[config.mk]
export PLATFORM = sky130hd
export DESIGN_NAME = mem_stage
export DESIGN_NICKNAME = d
export VERILOG_FILES = /design/src/rtl/mem_stage_pkg.sv /design/src/rtl/mem_stage_bus_ctrl.sv /design/src/rtl/mem_stage.sv
export SDC_FILE = /design/constraint.sdc
export NUM_CORES = 1
export LEC_CHECK = 0
export ABC_AREA = 1
export CORE_UTILIZATION = 42
export DETAILED_ROUTE_END_ITERATION = 10
export PLACE_DENSITY = 0.8
export SYNTH_ARGS = -nofsm -noshare
export SYNTH_HDL_FRONTEND = slang
export SYNTH_SLANG_ARGS = --single-unit
[constraint.sdc]
create_clock -name clk -period 1.6 [get_ports clk]
set_input_delay 0.16 -clock clk [delete_from_list [all_inputs] [get_ports clk]]
set_output_delay 0.16 -clock clk [all_outputs]
set_load 0.03 [all_outputs]
[src/rtl/mem_stage_pkg.sv]
// Shared encodings for the memory-access stage: access kinds and bus FSM states.
package mem_stage_pkg;

  typedef enum logic [1:0] {
    RWE_NONE  = 2'b00,
    RWE_REG   = 2'b01,
    RWE_LOAD  = 2'b10,
    RWE_STORE = 2'b11
  } rwe_e;

  typedef enum logic {
    MEM_ST_IDLE = 1'b0,
    MEM_ST_WAIT = 1'b1
  } mem_st_e;

  // LOAD and STORE are the only kinds with the upper bit set.
  function automatic logic is_mem_op(input logic [1:0] rwe);
    return rwe[1];
  endfunction

endpackage

[src/rtl/mem_stage_bus_ctrl.sv]
// Data-bus request/acknowledge controller: FSM, timeout counter, bus registers,
// upstream stall and completion/error strobes.
module mem_bus_ctrl
  import mem_stage_pkg::*;
#(
  parameter int ADDR_W  = 16,
  parameter int DATA_W  = 16,
  parameter int TIMEOUT = 255
) (
  input  logic              clk,
  input  logic              rst_n,
  input  logic              start_i,
  input  logic              we_i,
  input  logic [ADDR_W-1:0] addr_i,
  input  logic [DATA_W-1:0] wdata_i,
  input  logic              bus_ack_i,
  output logic              stall_o,
  output logic              busy_o,
  output logic              done_o,
  output logic              err_o,
  output logic              bus_req_o,
  output logic              bus_we_o,
  output logic [ADDR_W-1:0] bus_addr_o,
  output logic [DATA_W-1:0] bus_wdata_o
);

  localparam int CNT_W = (TIMEOUT > 1) ? $clog2(TIMEOUT) : 1;

  mem_st_e           state_q, state_d;
  logic [CNT_W-1:0]  cnt_q, cnt_d;
  logic              req_q, req_d;
  logic              we_q, we_d;
  logic [ADDR_W-1:0] addr_q, addr_d;
  logic [DATA_W-1:0] wdata_q, wdata_d;
  logic              timeout_hit;

  generate
    if (TIMEOUT != 0) begin : g_timeout
      assign timeout_hit = (state_q == MEM_ST_WAIT) && !bus_ack_i &&
                           (cnt_q == CNT_W'(TIMEOUT - 1));
    end else begin : g_no_timeout
      assign timeout_hit = 1'b0;
    end
  endgenerate

  always_ff @(posedge clk or negedge rst_n) begin
    if (!rst_n) begin
      state_q <= MEM_ST_IDLE;
      cnt_q   <= '0;
      req_q   <= 1'b0;
      we_q    <= 1'b0;
      addr_q  <= '0;
      wdata_q <= '0;
    end else begin
      state_q <= state_d;
      cnt_q   <= cnt_d;
      req_q   <= req_d;
      we_q    <= we_d;
      addr_q  <= addr_d;
      wdata_q <= wdata_d;
    end
  end

  always_comb begin
    state_d = state_q;
    case (state_q)
      MEM_ST_IDLE: if (start_i) state_d = MEM_ST_WAIT;
      MEM_ST_WAIT: if (bus_ack_i || timeout_hit) state_d = MEM_ST_IDLE;
      default:     state_d = MEM_ST_IDLE;
    endcase
  end

  // Bus registers only load on entry to WAIT so they stay stable for the whole transaction.
  always_comb begin
    cnt_d   = cnt_q;
    req_d   = req_q;
    we_d    = we_q;
    addr_d  = addr_q;
    wdata_d = wdata_q;
    if (state_q == MEM_ST_IDLE) begin
      if (start_i) begin
        cnt_d   = '0;
        req_d   = 1'b1;
        we_d    = we_i;
        addr_d  = addr_i;
        wdata_d = wdata_i;
      end
    end else if (bus_ack_i || timeout_hit) begin
      req_d = 1'b0;
    end else begin
      cnt_d = cnt_q + 1'b1;
    end
  end

  always_comb begin
    busy_o  = (state_q == MEM_ST_WAIT);
    done_o  = busy_o && bus_ack_i;
    err_o   = timeout_hit;
    stall_o = (!busy_o && start_i) || (busy_o && !bus_ack_i && !timeout_hit);
  end

  assign bus_req_o   = req_q;
  assign bus_we_o    = we_q;
  assign bus_addr_o  = addr_q;
  assign bus_wdata_o = wdata_q;

endmodule

[src/rtl/mem_stage.sv]
// Memory-access stage: EX/MEM pipeline register and write-back mux around
// the data-bus controller.
module mem_stage
  import mem_stage_pkg::*;
#(
  parameter int DATA_W     = 16,
  parameter int ADDR_W     = 16,
  parameter int REG_ADDR_W = 4,
  parameter int TIMEOUT    = 255
) (
  input  logic                  clk,
  input  logic                  rst_n,
  input  logic                  memi_valid,
  input  logic [15:0]           memi_instr,
  input  logic [15:0]           memi_pc,
  input  logic [DATA_W-1:0]     memi_result,
  input  logic [REG_ADDR_W-1:0] memi_wreg_addr,
  input  logic [DATA_W-1:0]     memi_write_to_mem_data,
  input  logic [1:0]            memi_rwe,
  input  logic                  memi_branch,
  output logic                  memo_stall,
  output logic                  bus_req,
  output logic                  bus_we,
  output logic [ADDR_W-1:0]     bus_addr,
  output logic [DATA_W-1:0]     bus_wdata,
  input  logic [DATA_W-1:0]     bus_rdata,
  input  logic                  bus_ack,
  output logic                  memo_valid,
  output logic [15:0]           memo_instr,
  output logic [15:0]           memo_pc,
  output logic [REG_ADDR_W-1:0] memo_wreg_addr,
  output logic [DATA_W-1:0]     memo_wdata,
  output logic                  memo_wen,
  output logic                  memo_branch,
  output logic                  memo_bus_err
);

  logic start, busy, done, err;

  logic                  valid_q, valid_d;
  logic                  wen_q, wen_d;
  logic [15:0]           instr_q, instr_d;
  logic [15:0]           pc_q, pc_d;
  logic [REG_ADDR_W-1:0] wreg_q, wreg_d;
  logic [DATA_W-1:0]     wdata_q, wdata_d;
  logic                  branch_q, branch_d;
  logic                  bus_err_q, bus_err_d;

  assign start = memi_valid && is_mem_op(memi_rwe);

  mem_bus_ctrl #(
    .ADDR_W (ADDR_W),
    .DATA_W (DATA_W),
    .TIMEOUT(TIMEOUT)
  ) u_bus_ctrl (
    .clk        (clk),
    .rst_n      (rst_n),
    .start_i    (start),
    .we_i       (memi_rwe == RWE_STORE),
    .addr_i     (memi_result[ADDR_W-1:0]),
    .wdata_i    (memi_write_to_mem_data),
    .bus_ack_i  (bus_ack),
    .stall_o    (memo_stall),
    .busy_o     (busy),
    .done_o     (done),
    .err_o      (err),
    .bus_req_o  (bus_req),
    .bus_we_o   (bus_we),
    .bus_addr_o (bus_addr),
    .bus_wdata_o(bus_wdata)
  );

  always_ff @(posedge clk or negedge rst_n) begin
    if (!rst_n) begin
      valid_q   <= 1'b0;
      wen_q     <= 1'b0;
      instr_q   <= '0;
      pc_q      <= '0;
      wreg_q    <= '0;
      wdata_q   <= '0;
      branch_q  <= 1'b0;
      bus_err_q <= 1'b0;
    end else begin
      valid_q   <= valid_d;
      wen_q     <= wen_d;
      instr_q   <= instr_d;
      pc_q      <= pc_d;
      wreg_q    <= wreg_d;
      wdata_q   <= wdata_d;
      branch_q  <= branch_d;
      bus_err_q <= bus_err_d;
    end
  end

  // While busy the captured instruction is held; upstream keeps re-presenting it.
  always_comb begin
    valid_d   = 1'b0;
    wen_d     = 1'b0;
    instr_d   = instr_q;
    pc_d      = pc_q;
    wreg_d    = wreg_q;
    wdata_d   = wdata_q;
    branch_d  = branch_q;
    bus_err_d = 1'b0;
    if (!busy) begin
      instr_d  = memi_instr;
      pc_d     = memi_pc;
      wreg_d   = memi_wreg_addr;
      branch_d = memi_branch;
      valid_d  = memi_valid && !start;
      if (memi_valid && memi_rwe == RWE_REG) begin
        wen_d   = 1'b1;
        wdata_d = memi_result;
      end
    end else if (done) begin
      valid_d = 1'b1;
      if (!bus_we) begin
        wen_d   = 1'b1;
        wdata_d = bus_rdata;
      end
    end else if (err) begin
      valid_d   = 1'b1;
      bus_err_d = 1'b1;
    end
  end

  assign memo_valid     = valid_q;
  assign memo_wen       = wen_q;
  assign memo_instr     = instr_q;
  assign memo_pc        = pc_q;
  assign memo_wreg_addr = wreg_q;
  assign memo_wdata     = wdata_q;
  assign memo_branch    = branch_q;
  assign memo_bus_err   = bus_err_q;

endmodule

### Word-level counts from Yosys, hierarchy flattened

Cells that the tools add are included.

* add/sub/neg operators: 1
* multiply operators: 0
* divide/modulo/power cells: 0
* magnitude comparators: 0
* eq/ne operators: 7
* shifts and indexed selects: 0
* muxes and demuxes: 22
* bitwise gates (word level): 1
* reductions and logical operators: 20

Operators with widths (count)
* $mux 16: 4
* $mux 8: 3
* $mux 1: 14
* $add 8x1->8 const B: 1
* $eq 8x8->1 const B: 1
* $logic_and 1x1->1: 8
* $ne 2x2->1 const B: 4
* $reduce_and 2->1: 3
* $logic_not 1->1: 4
* $reduce_bool 2->1: 2
* $reduce_and 3->1: 1
* $eq 2x1->1 const B: 1
* $eq 2x2->1 const B: 1
* $logic_or 1x1->1: 2
* $pmux 1 s2: 1
* $not 1->1: 1

* flip-flop bits (word level): 99
* latch bits: 0
* memory bits (writable): 0
* bits in read-only memories: 0
* input port bits: 91
* logic and storage cells: 65
* memories kept: 0

### Logic depth before layout (Yosys ltp)

Gate-level depths: netlist of run 1.

* depth in word-level cells: 6
* gate-level depth with buffers: 9

### Modules after synthesis

Synthesis of run 1 repeated with hierarchy kept, for this count alone.

* cells, all modules: 432
* area total of the unflattened synthesis: 4211.5 µm²

Modules (own cells, without submodules)
* mem_stage: times used 1, cells an instance 213, area an instance 2371.0 µm², seq. area each 1401.3 µm²
* mem_bus_ctrl: times used 1, cells an instance 219, area an instance 1840.5 µm², seq. area each 1076.0 µm²

### Worst setup path before layout of run 1

No wires, ideal clock.

* path type: reg2out
* start: register u_bus_ctrl.cnt_q[0]
* end: output memo_stall
* arrival: 1219 ps
* data required time: 1440 ps
* slack: 221 ps
* cell stages (with the launch flop): 8
* cells stage by stage: dfrtp_1 -> inv_1 -> ha_1 -> nand2_1 -> nor2_1 -> nand2_1 -> nand2_2 -> nand2_1

* cells in the longest elaborated chain, start to end: 5

RTL lines
* start, declared: line mem_stage_bus_ctrl.sv:30 `logic [CNT_W-1:0] cnt_q, cnt_d;`
* start signal, assigned: line mem_stage_bus_ctrl.sv:56 `cnt_q <= cnt_d;`
* $eq 8x8->1: line mem_stage_bus_ctrl.sv:40 `(cnt_q == CNT_W'(TIMEOUT - 1));`
* $logic_and 1x1->1: line mem_stage_bus_ctrl.sv:39 `assign timeout_hit = (state_q == MEM_ST_WAIT) && !bus_ack_i &&`
* $logic_not 1->1: line mem_stage_bus_ctrl.sv:99 `stall_o = (!busy_o && start_i) || (busy_o && !bus_ack_i && !timeout_hit);`
* $logic_and 1x1->1: line mem_stage_bus_ctrl.sv:99
* $logic_or 1x1->1: line mem_stage_bus_ctrl.sv:99
* end, declared: line mem_stage.sv:21 `output logic memo_stall,`

Every way passes these cells.

### Worst setup path in the final report of run 1

Ends and elaborated chain as after synthesis.

==> flow_summary.yaml, run 1 <==
setup_path:
  cp.required_ps: 1440
  crit_fanout: 3
  worstPathArrival_ps: 1510
  end_kind: "output port"
  crit_type: "reg2out"
  setup.worst_path.start_class: "flip-flop"
route:
  vias: 3844
  ant_nets: 0
  drtPass1Iterations: 4
  wl_per_cell_microns: 14.2
  vias_per_cell: 4.71
  wl_microns: 11600
  drc_errors: 0
  drt_iter0_drc: 182
place:
  finalWeightedCongestion: 0.780
  dp_slack_ps: -401
  postPlaceCellArea_sq_um: 6110
  dp_hpwl_microns: 7910
  portBuffers: 181
yosys:
  synth_mux_area_share_pct: 0
  synth_seq_area_share_pct: 60.2
  syn-num-nets: 576
  netlist_instances: 483
  synthFlopType: "dfrtp_1"
  yosys_warnings: 0
  async_reset_ff_share_pct: 100
  synth_edf_count: 0
  synth_xor_area_share_pct: 0.638
  synth_area_sq_um: 4120
  synth_fa_ha_area_share_pct: 0.608
  synth_compound_gate_area_share_pct: 7.54
  syn_avg_cell_area_sq_um: 8.53
  yosys.area_share.simple_pct: 24.5
  synth_top_family_by_area: "simple AND/OR/NAND/NOR gates"
  synth.distinct_cells: 24
  ys_ff_latch: 99
finish:
  final_common_cell: "nand2_1"
  layout-drive-gt1-share_pct: 9.16
  final_util_pct: 70.5
  nFillCells: 790
  diodes: 0
  final_net_count: 777
  mostFrequentLayoutCells: "nand2_1, clkdlybuf4s50_1, dfrtp_1, inv_1, o21ai_0"
  fin_area_sq_um: 6610
  area_delta_synth_final_pct: 60.4
timing:
  skew_ps: 9.65
  final_max_slew_viol_count: 0
  worst_pin_slew_ps: 501
  setup_tns_ps: -66.0
  finalHoldViolCount: 0
  fin_ws_ps: -66.0
  period_needed_ps: 1670
  rsz0062_at_grt: "true"
  max_freq_mhz: 600
  max_slew_margin_pct: 66.6
  holdWs_ps: 234
  setup_violations: 1
  post-route-period-util_pct: 104
global_routing:
  gr-usage-all-layers_pct: 22.6
  grt_antenna_before_repair: 0
  grt_pass1_wl_microns: 17800
  first_global_vias: 3765
  grt.overflow.total: 0
  grt_max_degree: 72
floorplan:
  coreArea_sq_um: 9370
  fp.dieArea_sq_um: 10200
  die_h_microns: 101
  pin_count: 182
  fp-row-count: 35
  chipWidth_microns: 101
  initial_utilization_pct: 43.9
run_status:
  violations: "setup timing"
  outcome: "finished with violations"
clock_tree:
  ctsRootBufferMaster: "clkbuf_8"
  tritoncts: "done"
  clk_latency_ps: 350
  clk_path_buf_depth: 2
  clkTransAtPathRegs_ps: 90
  numClockSinks: 99
  numCtsBuffers: 9
  htreeDepth: 3
power:
  p_per_area_nw_per_um2: 1200
  power_leakage_nw: 3.48
  ir_drop_mv: 0.592
job:
  cap_violations: 0
hold_path:
  hold_path.class: "in2async"
[final timing paths]
check                                               start                        end  slack (ps)  cells after the start
worst max-delay path                  u_bus_ctrl.cnt_q[0]                 memo_stall         -70                      8
worst min-delay path                                rst_n             memo_instr[11]         230                      2
worst max register to register          u_bus_ctrl.busy_o  u_bus_ctrl.bus_addr_o[11]          90                      9
worst min register to register  u_bus_ctrl.bus_wdata_o[2]  u_bus_ctrl.bus_wdata_o[2]         480                      2
max in group asynchronous                           rst_n              memo_instr[7]         800                      3
min in group clk                memi_write_to_mem_data[7]  u_bus_ctrl.bus_wdata_o[7]         340                      3
[cell type report]
cell class	count	area, sq um	share of cell area, %
clock buffers	10	128	1.93
clock inverters	5	103	1.55
inverters	41	164	2.48
multi-input cells	323	1440	21.7
flip-flops and latches	99	2480	37.5
well taps	129	161	2.44
repair buffers	210	2140	32.3
[state kept, by name, indices dropped and copies added, names as in the netlist]
name / cells
memo_branch: 1
memo_bus_err: 1
memo_instr: 16
memo_pc: 16
memo_valid: 1
memo_wdata: 16
memo_wen: 1
memo_wreg_addr: 4
u_bus_ctrl.bus_addr_o: 16
u_bus_ctrl.bus_req_o: 1
u_bus_ctrl.bus_wdata_o: 16
u_bus_ctrl.bus_we_o: 1
u_bus_ctrl.busy_o: 1
u_bus_ctrl.cnt_q: 8
[metal layers]
metal | GRT usage [%] | wire, microns
met5 | 0 | 0
met4 | 7.92 | 198
met3 | 5.96 | 815
met2 | 40.3 | 5830
met1 | 26.4 | 4780
[cell usage after synthesis, drive strengths merged (2+ instances only)]
master	count	share of area, %
nand2	235	22
dfrtp	99	60
o21ai	52	6.3
inv	41	3.9
nor2	14	1.5
clkbuf	12	1.1
buf	10	1.6
nand3	7	0.85
nand4	3	0.46
xor2	3	0.64
a21oi	2	0.52
ha	2	0.61
[kinds of logic after synthesis]
group	count (synthesis)
xor+xnor	3
buf+inv	63
fa+ha+maj	2
simple gates	260
compound gates	56
flops	99
[power breakdown]
| part | internal, mW | switching, mW |
|---|---|---|
| registers | 2.95 | 0.279 |
| logic | 1.21 | 1.66 |
| clock network | 1.03 | 0.834 |
[repair_timing]
| item | 4_1_cts | 5_1_grt |
|---|---|---|
| resized for setup | 6 | 48 |
| gates cloned | 1 | 1 |
| endpoints found under the setup margin | 21 | 55 |
| hold buffers | 1 | 0 |
| pin swaps | 1 | 2 |
| buffers inserted | 2 | 12 |
| endpoints found under the hold margin | 28 | 0 |
[critical path, cell delays in order (launching register included)]
cell and delay, ps:
dfrtp_1 410, inv_2 90, ha_4 140, nand2_2 50, nor2_2 120, nand2_2 80, nand2_2 90, nand2_2 50
buf_6 130
[stage by stage]
step | cells | power, mW
floorplan | 483 | 4.69
global placement | 785 | 6.00
detailed placement | 785 | 6.07
CTS | 804 | 7.98
global route | 817 | 8.35
finish | 817 | 7.96
Power figures use the tool's default switching activity.
==> inputs of run 2 (changes only) <==
Settings changed: CORE_ASPECT_RATIO set to 0.9.
==> flow_summary.yaml, run 2 (synthesis gave the netlist of run 1 again) <==
setup_path:
  end_kind: "output port"
  r2r_cells: 6
  critPathLaunch: "u_bus_ctrl.busy_o"
  critical-path-top-delay-family: "flip-flops"
  slowest_stage: "dfrtp_2"
  path_buf_inv: 4
  crit_type: "reg2out"
  cp.depth: 7
  crit_chain: "clkinv_4 -> buf_12 -> nand2_2 -> nor2_4 -> inv_6 -> nand2_2 -> buf_6"
  r2r-start: "u_bus_ctrl.busy_o"
  worstPathArrival_ps: 1460
  crit_fanout: 12
  max_stage_delay_ps: 440
  setup.worst_path.start_class: "flip-flop"
  cp.required_ps: 1440
  cp_common_cell: "nand2_2"
clock_tree:
  htreeDepth: 3
  clkTransAtPathRegs_ps: 90
  numCtsBuffers: 9
  numClockSinks: 99
  ctsRootBufferMaster: "clkbuf_8"
  tritoncts: "done"
  clk_latency_ps: 350
  clk_path_buf_depth: 2
floorplan:
  coreArea_sq_um: 9330
  die_h_microns: 95.9
  initial_utilization_pct: 44.1
  pin_count: 182
  fp-row-count: 33
  fp.dieArea_sq_um: 10200
  chipWidth_microns: 106
route:
  wl_per_cell_microns: 14.2
  drc_errors: 0
  vias: 3803
  drtPass1Iterations: 6
  vias_per_cell: 4.74
  wl_microns: 11400
  ant_nets: 0
  drt_iter0_drc: 274
timing:
  worst_pin_slew_ps: 686
  post-route-period-util_pct: 101
  fin_ws_ps: -17.9
  period_needed_ps: 1620
  max_slew_margin_pct: 54.3
  rsz0062_at_grt: "true"
  final_max_slew_viol_count: 0
  setup_violations: 1
  finalHoldViolCount: 0
  max_freq_mhz: 618
  skew_ps: 6.25
place:
  finalWeightedCongestion: 0.813
  dp_slack_ps: -402
  portBuffers: 181
  placed_cells: 776
  dp_hpwl_microns: 7810
finish:
  final_common_cell: "nand2_1"
  area_delta_synth_final_pct: 58.1
  final_net_count: 768
  mostFrequentLayoutCells: "nand2_1, clkdlybuf4s50_1, dfrtp_1, dlymetal6s2s_1"
  diodes: 0
  stdcell_count: 802
  layout-drive-gt1-share_pct: 8.09
  final_util_pct: 69.8
global_routing:
  grt_pass1_wl_microns: 17300
  first_global_vias: 3584
  grt_antenna_before_repair: 0
  grt_max_degree: 72
  gr-usage-all-layers_pct: 21.8
  grt.overflow.total: 0
power:
  ir_drop_mv: 0.543
  power_leakage_nw: 3.56
  p_per_area_nw_per_um2: 1160
run_status:
  outcome: "finished with violations"
  violations: "setup timing"
job:
  cap_violations: 0
hold_path:
  hold_path.class: "in2async"
run 2: path summary, 6_finish.rpt:
kind / endpoint / slack, ps
worst max-delay path: memo_stall / -20
worst min-delay path: memo_pc[15] / 260
worst max register to register: memo_wdata[5] / 80
worst min register to register: u_bus_ctrl.bus_wdata_o[2] / 480
max in group asynchronous: u_bus_ctrl.bus_wdata_o[15] / 680
min in group clk: memo_instr[4] / 340
run 2: timing repair:
| action | CTS | global route |
|---|---|---|
| hold endpoints to repair | 26 | 0 |
| setup endpoints to repair | 21 | 67 |
| gates resized for setup | 9 | 59 |
| hold buffers | 1 | 0 |
| cloned | 0 | 1 |
| setup buffers | 3 | 6 |
| pin swaps | 6 | 5 |
run 2: per-stage QoR:
step,total power [mW],TNS [ps],cell area [sq um],hold WS [ps]
after floorplan,4.69,0,4120,-136
final,7.54,-17.9,6510,262
after global placement,6.02,-4290,6080,98.7
after detailed placement,6.07,-5930,6080,99.6
after global routing,7.96,-283,6510,254
after CTS,7.58,-1640,6300,253
run 2: metal layers:
metal	up-vias	track usage (%)	part of all wire, %
li1	1859	-	-
met1	1801	27.4	42
met2	141	36.7	49
met3	2	7.04	7.8
met4	0	5.32	0.29
met5	-	0	0
run 2: cell type report:
type,instances,area [sq um]
Clock buffer,11,141
Clock inverter,5,37.5
Fill cell,724,2820
Inverter,41,164
Multi-Input combinational cell,322,1410
Sequential cell,99,2480
Tap cell,122,153
Timing Repair Buffer,202,2120
run 2: power breakdown:
| group | internal, mW | total (mW) | switching [mW] |
|---|---|---|---|
| Clock | 0.615 | 1.47 | 0.854 |
| Sequential | 2.95 | 3.21 | 0.266 |
| Combinational | 1.18 | 2.86 | 1.68 |
| Total | 4.75 | 7.54 | 2.80 |
